**src/rtl/dsm_sched_pkg.sv**
```systemverilog
// dsm_sched_pkg
//   Shared definitions for the delta-sigma OSR scheduler:
//   - sched_state_t    : scheduler FSM states
//   - UNDERRUN_CNT_W   : width of the saturating underrun counter
//   - MUTE_VALUE       : sample presented when muted (midscale, signed zero)
package dsm_sched_pkg;

  typedef enum logic [1:0] {
    IDLE  = 2'd0,
    PRIME = 2'd1,
    RUN   = 2'd2,
    STOP  = 2'd3
  } sched_state_t;

  localparam int UNDERRUN_CNT_W = 16;
  localparam int MUTE_VALUE     = 0;

endpackage

```
**src/rtl/dsm_tick_gen.sv**
```systemverilog
// dsm_tick_gen
//   Programmable tick divider. Fires one tick every div_q+1 unstalled cycles.
//   Ports:
//     aclk, arst_n : clock, asynchronous active-low reset
//     clear        : hold the divider at zero (no ticks while high)
//     stall        : freeze the divider and suppress ticks (beat pending)
//     div_q        : tick period minus one, in aclk cycles
//     tick         : single-cycle tick strobe (combinational from cnt_reg)
module dsm_tick_gen #(
  parameter int DIV_WIDTH = 8
) (
  input  logic                 aclk,
  input  logic                 arst_n,
  input  logic                 clear,
  input  logic                 stall,
  input  logic [DIV_WIDTH-1:0] div_q,
  output logic                 tick
);

  logic [DIV_WIDTH-1:0] cnt_reg;

  assign tick = !clear && !stall && (cnt_reg == div_q);

  always_ff @(posedge aclk or negedge arst_n) begin
    if (!arst_n) begin
      cnt_reg <= '0;
    end else if (clear || tick) begin
      cnt_reg <= '0;
    end else if (!stall) begin
      cnt_reg <= cnt_reg + DIV_WIDTH'(1);
    end
  end

endmodule

```
**src/rtl/dsm_osr_scheduler.sv**
```systemverilog
// dsm_osr_scheduler
//   Converts a bursty PCM AXI-Stream into an evenly spaced modulator strobe
//   stream, holding each sample for 2^OSR_LOG2 beats.
//   Ports:
//     aclk, arst_n        : clock, asynchronous active-low reset
//     cfg_enable          : run request (level)
//     cfg_div             : tick period minus one, latched on IDLE->PRIME
//     s_axis_pcm_*        : upstream PCM samples (tdata/tvalid/tready)
//     m_axis_dsm_*        : samples to the modulator (tdata/tvalid/tready)
//     status_running      : high in PRIME, RUN and STOP
//     status_underrun     : one-cycle pulse per underrun
//     underrun_count      : saturating underrun counter, cleared by reset only
module dsm_osr_scheduler
  import dsm_sched_pkg::*;
#(
  parameter int WIDTH     = 16,
  parameter int OSR_LOG2  = 6,
  parameter int DIV_WIDTH = 8
) (
  input  logic                      aclk,
  input  logic                      arst_n,
  input  logic                      cfg_enable,
  input  logic [DIV_WIDTH-1:0]      cfg_div,
  input  logic signed [WIDTH-1:0]   s_axis_pcm_tdata,
  input  logic                      s_axis_pcm_tvalid,
  output logic                      s_axis_pcm_tready,
  output logic signed [WIDTH-1:0]   m_axis_dsm_tdata,
  output logic                      m_axis_dsm_tvalid,
  input  logic                      m_axis_dsm_tready,
  output logic                      status_running,
  output logic                      status_underrun,
  output logic [UNDERRUN_CNT_W-1:0] underrun_count
);

  localparam logic signed [WIDTH-1:0]   MUTE     = WIDTH'(MUTE_VALUE);
  localparam logic [OSR_LOG2-1:0]       REP_LAST = '1;
  localparam logic [UNDERRUN_CNT_W-1:0] CNT_MAX  = '1;

  sched_state_t              state_reg;
  logic [DIV_WIDTH-1:0]      div_q_reg;
  logic signed [WIDTH-1:0]   cur_reg;
  logic signed [WIDTH-1:0]   nxt_reg;
  logic                      nxt_full_reg;
  logic [OSR_LOG2-1:0]       rep_reg;
  logic                      tvalid_reg;
  logic                      underrun_reg;
  logic [UNDERRUN_CNT_W-1:0] ucnt_reg;

  logic pcm_fire;
  logic beat;
  logic reload;
  logic tick;
  logic tick_clear;
  logic tick_stall;

  assign s_axis_pcm_tready = ((state_reg == PRIME) || (state_reg == RUN)) && !nxt_full_reg;
  assign pcm_fire          = s_axis_pcm_tvalid && s_axis_pcm_tready;
  assign beat              = tvalid_reg && m_axis_dsm_tready;
  assign reload            = beat && (rep_reg == REP_LAST);

  // Divider only runs while beats are being produced; it freezes while the
  // modulator holds off a pending beat so no tick is ever lost.
  assign tick_clear = (state_reg == IDLE) || (state_reg == PRIME);
  assign tick_stall = tvalid_reg && !m_axis_dsm_tready;

  dsm_tick_gen #(
    .DIV_WIDTH (DIV_WIDTH)
  ) u_tick_gen (
    .aclk   (aclk),
    .arst_n (arst_n),
    .clear  (tick_clear),
    .stall  (tick_stall),
    .div_q  (div_q_reg),
    .tick   (tick)
  );

  always_ff @(posedge aclk or negedge arst_n) begin
    if (!arst_n) begin
      state_reg    <= IDLE;
      div_q_reg    <= '0;
      cur_reg      <= MUTE;
      nxt_reg      <= MUTE;
      nxt_full_reg <= 1'b0;
      rep_reg      <= '0;
      tvalid_reg   <= 1'b0;
      underrun_reg <= 1'b0;
      ucnt_reg     <= '0;
    end else begin
      underrun_reg <= 1'b0;

      if (tick) begin
        tvalid_reg <= 1'b1;
      end else if (beat) begin
        tvalid_reg <= 1'b0;
      end

      if (beat) begin
        rep_reg <= rep_reg + 1'b1;
      end

      case (state_reg)
        IDLE: begin
          tvalid_reg   <= 1'b0;
          rep_reg      <= '0;
          cur_reg      <= MUTE;
          nxt_full_reg <= 1'b0;
          if (cfg_enable) begin
            div_q_reg <= cfg_div;
            state_reg <= PRIME;
          end
        end

        PRIME: begin
          if (nxt_full_reg) begin
            cur_reg      <= nxt_reg;
            nxt_full_reg <= 1'b0;
            state_reg    <= RUN;
          end else if (pcm_fire) begin
            nxt_reg      <= s_axis_pcm_tdata;
            nxt_full_reg <= 1'b1;
          end else if (!cfg_enable) begin
            state_reg <= IDLE;
          end
        end

        RUN: begin
          if (reload) begin
            if (!cfg_enable) begin
              // Stop request: mute instead of reloading. A sample caught in
              // this cycle lands in nxt and is discarded by the STOP flush.
              state_reg <= STOP;
              cur_reg   <= MUTE;
              if (pcm_fire) begin
                nxt_reg      <= s_axis_pcm_tdata;
                nxt_full_reg <= 1'b1;
              end
            end else if (nxt_full_reg) begin
              cur_reg      <= nxt_reg;
              nxt_full_reg <= 1'b0;
            end else if (pcm_fire) begin
              // Sample arrived exactly on the reload beat: bypass nxt.
              cur_reg <= s_axis_pcm_tdata;
            end else begin
              cur_reg      <= MUTE;
              underrun_reg <= 1'b1;
              if (ucnt_reg != CNT_MAX) begin
                ucnt_reg <= ucnt_reg + 1'b1;
              end
            end
          end else if (pcm_fire) begin
            nxt_reg      <= s_axis_pcm_tdata;
            nxt_full_reg <= 1'b1;
          end
        end

        STOP: begin
          // rep wrapped to zero on entry, so the next reload beat closes a
          // full OSR period of mute.
          if (reload) begin
            tvalid_reg   <= 1'b0;
            nxt_full_reg <= 1'b0;
            state_reg    <= IDLE;
          end
        end

        default: state_reg <= IDLE;
      endcase
    end
  end

  assign m_axis_dsm_tdata  = cur_reg;
  assign m_axis_dsm_tvalid = tvalid_reg;
  assign status_running    = (state_reg != IDLE);
  assign status_underrun   = underrun_reg;
  assign underrun_count    = ucnt_reg;

endmodule

```
**config.mk**
```make
export PLATFORM = sky130hd
export DESIGN_NAME = dsm_osr_scheduler
export DESIGN_NICKNAME = d
export VERILOG_FILES = /design/src/rtl/dsm_sched_pkg.sv /design/src/rtl/dsm_tick_gen.sv /design/src/rtl/dsm_osr_scheduler.sv
export SDC_FILE = /design/constraint.sdc
export NUM_CORES = 1
export LEC_CHECK = 0
export ABC_AREA = 1
export ABC_CLOCK_PERIOD_IN_PS = 4100
export BUFFER_PORTS_ARGS = -buffer_cell sky130_fd_sc_hd__buf_2
export CORE_MARGIN = 3
export CORE_UTILIZATION = 45
export CTS_BUF_LIST = sky130_fd_sc_hd__clkbuf_16
export CTS_CLUSTER_DIAMETER = 40
export CTS_CLUSTER_SIZE = 30
export DETAILED_ROUTE_END_ITERATION = 8
export GPL_TIMING_DRIVEN = 1
export PLACE_DENSITY_LB_ADDON = 0.25
export SKIP_CTS_REPAIR_TIMING = 1
export SLEW_MARGIN = 30
export SYNTH_ARGS = -nofsm -noshare
export SYNTH_HDL_FRONTEND = slang
export SYNTH_SLANG_ARGS = --single-unit
export TNS_END_PERCENT = 30
```
**constraint.sdc**
```tcl
create_clock -name aclk -period 4.1 [get_ports aclk]
set_input_delay 0 -clock aclk [delete_from_list [all_inputs] [get_ports aclk]]
set_output_delay 0 -clock aclk [all_outputs]
set_load 0.02 [all_outputs]
```
# --- Yosys cells after proc, flatten, opt, wreduce, memory -nomap -nowiden ---
# Index checks and enable logic that the tools add are counted.
totals:
  wordCells: 94
  input_bits: 29
  regBits: 75
  out_inout_bits: 36
classes:
  reduce_logical: 24
  bitwise: 2
  eq_ne: 16
  n_mux: 39
  add_sub_neg: 3
ops:
  columns: ["cell", "count"]
  rows:
  - ["$mux W16", 9]
  - ["$pmux W16 S3", 1]
  - ["$pmux W16 S2", 1]
  - ["$add A16 B1 Y16 const B", 1]
  - ["$mux W8", 2]
  - ["$ne A16 B16 Y1 const B", 1]
  - ["$mux W1", 14]
  - ["$mux W2", 7]
  - ["$ne A2 B2 Y1 const B", 7]
  - ["$mux W6", 2]
  - ["$reduce_and A6 Y1", 2]
  - ["$ne A3 B3 Y1 const B", 3]
  - ["$add A8 B1 Y8 const B", 1]
  - ["$eq A8 B8 Y1", 1]
  - ["$pmux W2 S4", 1]
  - ["$logic_and A1 B1 Y1", 7]
  - ["$add A6 B1 Y6 const B", 1]
  - ["$eq A6 B6 Y1 const B", 1]
  - ["$reduce_and A3 Y1", 2]
  - ["$reduce_bool A2 Y1", 3]
  - ["$eq A2 B2 Y1 const B", 2]
  - ["$logic_not A1 Y1", 4]
  - ["$pmux W1 S4", 1]
  - ["$logic_or A1 B1 Y1", 3]
  - ["6 further kinds", 7]

# --- Depth between registers and ports, before layout ---
logic_depth:
  ltp_word: 9
  ltp_mapped: 12

# --- Modules after synthesis ---
# A second synthesis with hierarchy kept.
hier_totals:
  cells_unflattened: 559
  hier_area_um2: 4232.8
modules_own_cells:
  columns: ["module", "seq_area_each_um2", "area_per_inst_um2", "n_inst", "cells_each"]
  rows:
  - ["dsm_osr_scheduler", 1676.6, 3668.5, 1, 481]
  - ["dsm_tick_gen", 200.2, 564.3, 1, 78]

# --- Worst setup path before layout ---
# OpenSTA, ideal clock, no wires.
synth_path:
  path_kind: "flip-flop to flip-flop"
  startpoint: "register state_reg[0]"
  endpoint: "register ucnt_reg[13] (netlist: underrun_count[13])"
  path_buffers: 1
  slack_ns: 2.180
  required_time_ns: 3.983
  setup_time_ns: 0.117
  t_arrival_ns: 1.803
  stages_incl_launch_ff: 13
  period_less_slack_ns: 1.920
  cell_sequence: "dfrtp_1 > inv_1 > ha_1 > inv_2 > nor2_2 > nand2_2 > nand2_1 > nor2_2 > nand2_4 > inv_2 > buf_6 > nand2_1 > nand2_1"
synth_between:
  elab_chain_len: 6
  word_cells_on_any_way: 7
  classes_between: "eq/ne (2); bitwise (1); reduce/logical (4)"
synth_lines:
  columns: ["item", "line", "rtl"]
  rows:
  - ["from (decl)", "dsm_osr_scheduler.sv:39", "sched_state_t state_reg;"]
  - ["from (signal assigned)", "dsm_osr_scheduler.sv:79", "state_reg <= IDLE;"]
  - ["from (signal assigned)", "dsm_osr_scheduler.sv:109", "state_reg <= PRIME;"]
  - ["from (signal assigned)", "dsm_osr_scheduler.sv:117", "state_reg <= RUN;"]
  - ["$eq A2 B1 Y1 or $eq A2 B2 Y1 (tied branches)", "dsm_osr_scheduler.sv:56", "assign s_axis_pcm_tready = ((state_reg == PRIME) || (state_reg == RUN)) && !nxt_full_reg;"]
  - ["$logic_or A1 B1 Y1 (*)", "dsm_osr_scheduler.sv:56", null]
  - ["$logic_and A1 B1 Y1 (*)", "dsm_osr_scheduler.sv:56", null]
  - ["net s_axis_pcm_tready", "dsm_osr_scheduler.sv:26", "output logic s_axis_pcm_tready,"]
  - ["$logic_and A1 B1 Y1 (*)", "dsm_osr_scheduler.sv:57", "assign pcm_fire = s_axis_pcm_tvalid && s_axis_pcm_tready;"]
  - ["$not A1 Y1 (no source line) (*)", null, null]
  - ["$reduce_and A6 Y1 (no source line) (*)", null, null]
  - ["to (signal assigned)", "dsm_osr_scheduler.sv:147", "ucnt_reg <= ucnt_reg + 1'b1;"]
  - ["to (decl)", "dsm_osr_scheduler.sv:47", "logic [UNDERRUN_CNT_W-1:0] ucnt_reg;"]
# Mark *: on every way through the listed nets, which the timed path passes. The rest lies on a longest branch.
# A chain may end at the register's enable or synchronous reset.

# --- Worst setup path in the final report ---
layout_path:
  startpoint: "register state_reg[0]"
  endpoint: "register ucnt_reg[13] (netlist: underrun_count[13])"
layout_between:
  elab_chain_len: 6
  word_cells_on_any_way: 7
  classes_between: "eq/ne (2); bitwise (1); reduce/logical (4)"
layout_lines:
  columns: ["item", "line"]
  rows:
  - ["$eq A2 B1 Y1 or $eq A2 B2 Y1 (tied branches)", "dsm_osr_scheduler.sv:56, dsm_osr_scheduler.sv:101"]
  - ["$logic_or A1 B1 Y1", "dsm_osr_scheduler.sv:56"]
  - ["$logic_and A1 B1 Y1", "dsm_osr_scheduler.sv:56"]
  - ["$logic_and A1 B1 Y1", "dsm_osr_scheduler.sv:57"]
  - ["$not A1 Y1 (no source line)", null]
  - ["$reduce_and A6 Y1 (no source line) (*)", null]
# Mark *: on every way between the ends. The rest lies on a longest branch, timed or not.

==> results.json <==
{
  "setup_violations": 0,
  "grt_max_degree": 45,
  "fin_tns_setup_ns": 0,
  "yosysTopAreaCell": "dfrtp_1",
  "crit_top_cell": "nand2_1",
  "finalWeightedCongestion": 0.863,
  "fmax_ghz": 0.428,
  "antenna_cells": 0,
  "multiInputGateArea_mm2": 0.00198,
  "worst_clock_skew_ns": 0.00559,
  "viasPerCell": 4.97,
  "antenna_left": 0,
  "synth-async-reset-ratio": 1.00,
  "overflow": 0,
  "maxCapViolCount": 0,
  "numPortBuffers": 64,
  "boundaryPins": 65,
  "min_path_type": "input port to register",
  "syn_area_mm2": 0.00411,
  "slew_viol_final": 0,
  "reg2reg_from": "state_reg[0]",
  "met2_usage": 0.318,
  "period_needed_ns": 2.33,
  "antenna_found_initial": 0,
  "dp_slack_ns": 1.78,
  "cts_sinks": 75,
  "grt_pass1_wl_mm": 15.9,
  "arrival_ns": 2.61,
  "first_global_vias": 3498,
  "tightest_slew_ns": 0.820,
  "startpoint_type": "register",
  "powerDensity_mw_per_mm2": 523,
  "yosysMostFrequentCell": "nand2_1",
  "drive_gt1_frac": 0.155,
  "num_rows": 34,
  "ir_drop_uv": 244,
  "synth.distinct_cells": 34,
  "synthTopCellsByCount": "nand2_1, dfrtp_1, inv_1, o21ai_0, nor2_1",
  "nFillCells": 822,
  "rsz0062_at_grt": "no",
  "path_buf_inv": 3,
  "cp_cell_sequence": "inv_1 -> ha_1 -> inv_2 -> nor2_2 -> nand2_2 -> nand2_1 -> nor2_2 -> nand2_4 -> inv_2 -> nand2_1 -> nand2_1",
  "synth.area.top_cells": "dfrtp_1, nand2_1, o21ai_0",
  "synth_flop_cell": "dfrtp_1",
  "syn_to_final_growth_pct": 22.4,
  "path_max_fanout": 19,
  "cp-startpoint": "state_reg[0]",
  "finalHoldViolCount": 2,
  "seq_area_mm2": 0.00188,
  "fin_crit_sh": 0.569,
  "use_met3": 0.0461,
  "dieArea_mm2": 0.0103,
  "hpwlAfterDp_mm": 6.46,
  "first_pass_iters": 5,
  "track_usage": 0.193,
  "vias": 3682,
  "cts_root_buf": "clkbuf_16",
  "avgSynthCellArea_um2": 7.59,
  "min_from": "s_axis_pcm_tdata[13]",
  "fin_ws_ns": 1.77,
  "nets": 666,
  "cellLeakagePower_nw": 2.68,
  "postLayoutCoreUtil": 0.571,
  "syn-num-nets": 579,
  "design_power_total_mw": 2.63,
  "synth-seq-cells": 75,
  "first_iter_violations": 161,
  "violations": "hold timing",
  "synth_edf_count": 0,
  "cts_made_buffers": 9,
  "core_region_area_mm2": 0.00881,
  "start_util": 0.466,
  "synth_warnings": 0,
  "syn_inst": 541,
  "die_w_um": 102,
  "clkTransAtPathRegs_ns": 0.06,
  "met1_usage": 0.250,
  "cts_buffer_depth": 2,
  "yosysTopAreaCellShare": 0.457,
  "critPathMaxStageDelay_ns": 0.45,
  "worst_setup_path_end_kind": "register",
  "crit_path_top_delay_cell": "dfrtp_1",
  "grt-busiest-layer": "met2",
  "die_h_um": 102,
  "critPathTopFamily": "simple AND/OR/NAND/NOR gates",
  "drc": 0,
  "wirelength_mm": 9.36,
  "yosysSeqAreaShare": 0.457,
  "wl_per_cell_um": 12.6,
  "critical_path_class": "register to register",
  "cts_tree": "done",
  "outcome": "complete, but fails checks",
  "insertion_delay_ns": 0.33,
  "slew_headroom": 0.453,
  "fin_worst_hold_slack_ns": -0.0534,
  "h-tree-depth": 3,
  "crit_required_ns": 4.37
}
-- placed cells by master, fill, tap and decap left out, drive strengths merged, types with 2 or more instances in the layout --
| cell type | synthesis | layout |
|---|---|---|
| a21oi | 5 | 5 |
| buf | 9 | 65 |
| clkbuf | 4 | 9 |
| clkinv | 0 | 4 |
| dfrtp | 75 | 75 |
| dlygate4sd3 | 0 | 24 |
| ha | 9 | 9 |
| inv | 48 | 50 |
| mux2 | 6 | 6 |
| nand2 | 237 | 237 |
| nand3 | 17 | 17 |
| nand4 | 6 | 6 |
| nor2 | 46 | 46 |
| nor3 | 4 | 4 |
| o21ai | 43 | 43 |
| o21bai | 2 | 2 |
| xnor2 | 17 | 17 |
| xor2 | 8 | 8 |
-- final cells by class --
| class | instances | share of cell area |
|---|---|---|
| Multi-Input combinational cell | 405 | 0.394 |
| Sequential cell | 75 | 0.373 |
| Timing Repair Buffer | 89 | 0.114 |
| Clock buffer | 9 | 0.0448 |
| Inverter | 48 | 0.0358 |
| Tap cell | 108 | 0.0269 |
| Clock inverter | 7 | 0.0117 |
-- cells by family (layout without fill, tap and decap cells) --
group / count (synthesis) / after routing / synth area share
adders and majority gates: 9 / 9 / 0.0274
xor gates and xnor gates: 25 / 25 / 0.0533
muxes: 6 / 6 / 0.0165
and+or+nand+nor: 312 / 312 / 0.315
AOI/OAI and AO/OA: 53 / 53 / 0.0683
buffers and inverters: 61 / 153 / 0.0628
DFF: 75 / 75 / 0.457
-- per-layer routing --
layer  wire, um  up-vias
met3        351       11
li1           -     1861
met5          0        -
met2       4420       73
met1       4460     1737
met4        131        0
-- worst register-to-register path, stage by stage, from the launching register on --
cell	delay [ns]
dfrtp_1	0.45
inv_1	0.11
ha_1	0.34
inv_2	0.13
nor2_2	0.06
nand2_2	0.28
nand2_1	0.16
nor2_2	0.18
nand2_4	0.16
inv_2	0.24
nand2_1	0.09
nand2_1	0.07
-- power breakdown --
part | internal, mW | total [mW] | switching (mW)
combinational | 0.290 | 0.802 | 0.512
sequential | 0.921 | 1.06 | 0.139
clock | 0.464 | 0.769 | 0.305
-- path summary, 6_finish.rpt --
check | end | slack [ns] | depth (start not counted)
hold / removal | nxt_reg[13] | -0.05 | 3
min in group asynchronous | div_q_reg[5] | 0.21 | 2
setup reg to reg | underrun_count[13] | 1.77 | 11
setup / recovery | underrun_count[13] | 1.77 | 11
max in group asynchronous | underrun_count[12] | 3.05 | 3
hold reg to reg | m_axis_dsm_tdata[10] | 0.48 | 2
-- through the flow --
stage                     std cells  area, um^2  hold WS, ns
after floorplan                 541        4110       -0.296
after global placement          701        4490        0.222
after detailed placement        701        4490       0.0387
after CTS                       717        4780       -0.315
after global routing            741        5030    -0.000173
final                           741        5030      -0.0534
No activity file was read; power rests on OpenSTA's default activity.
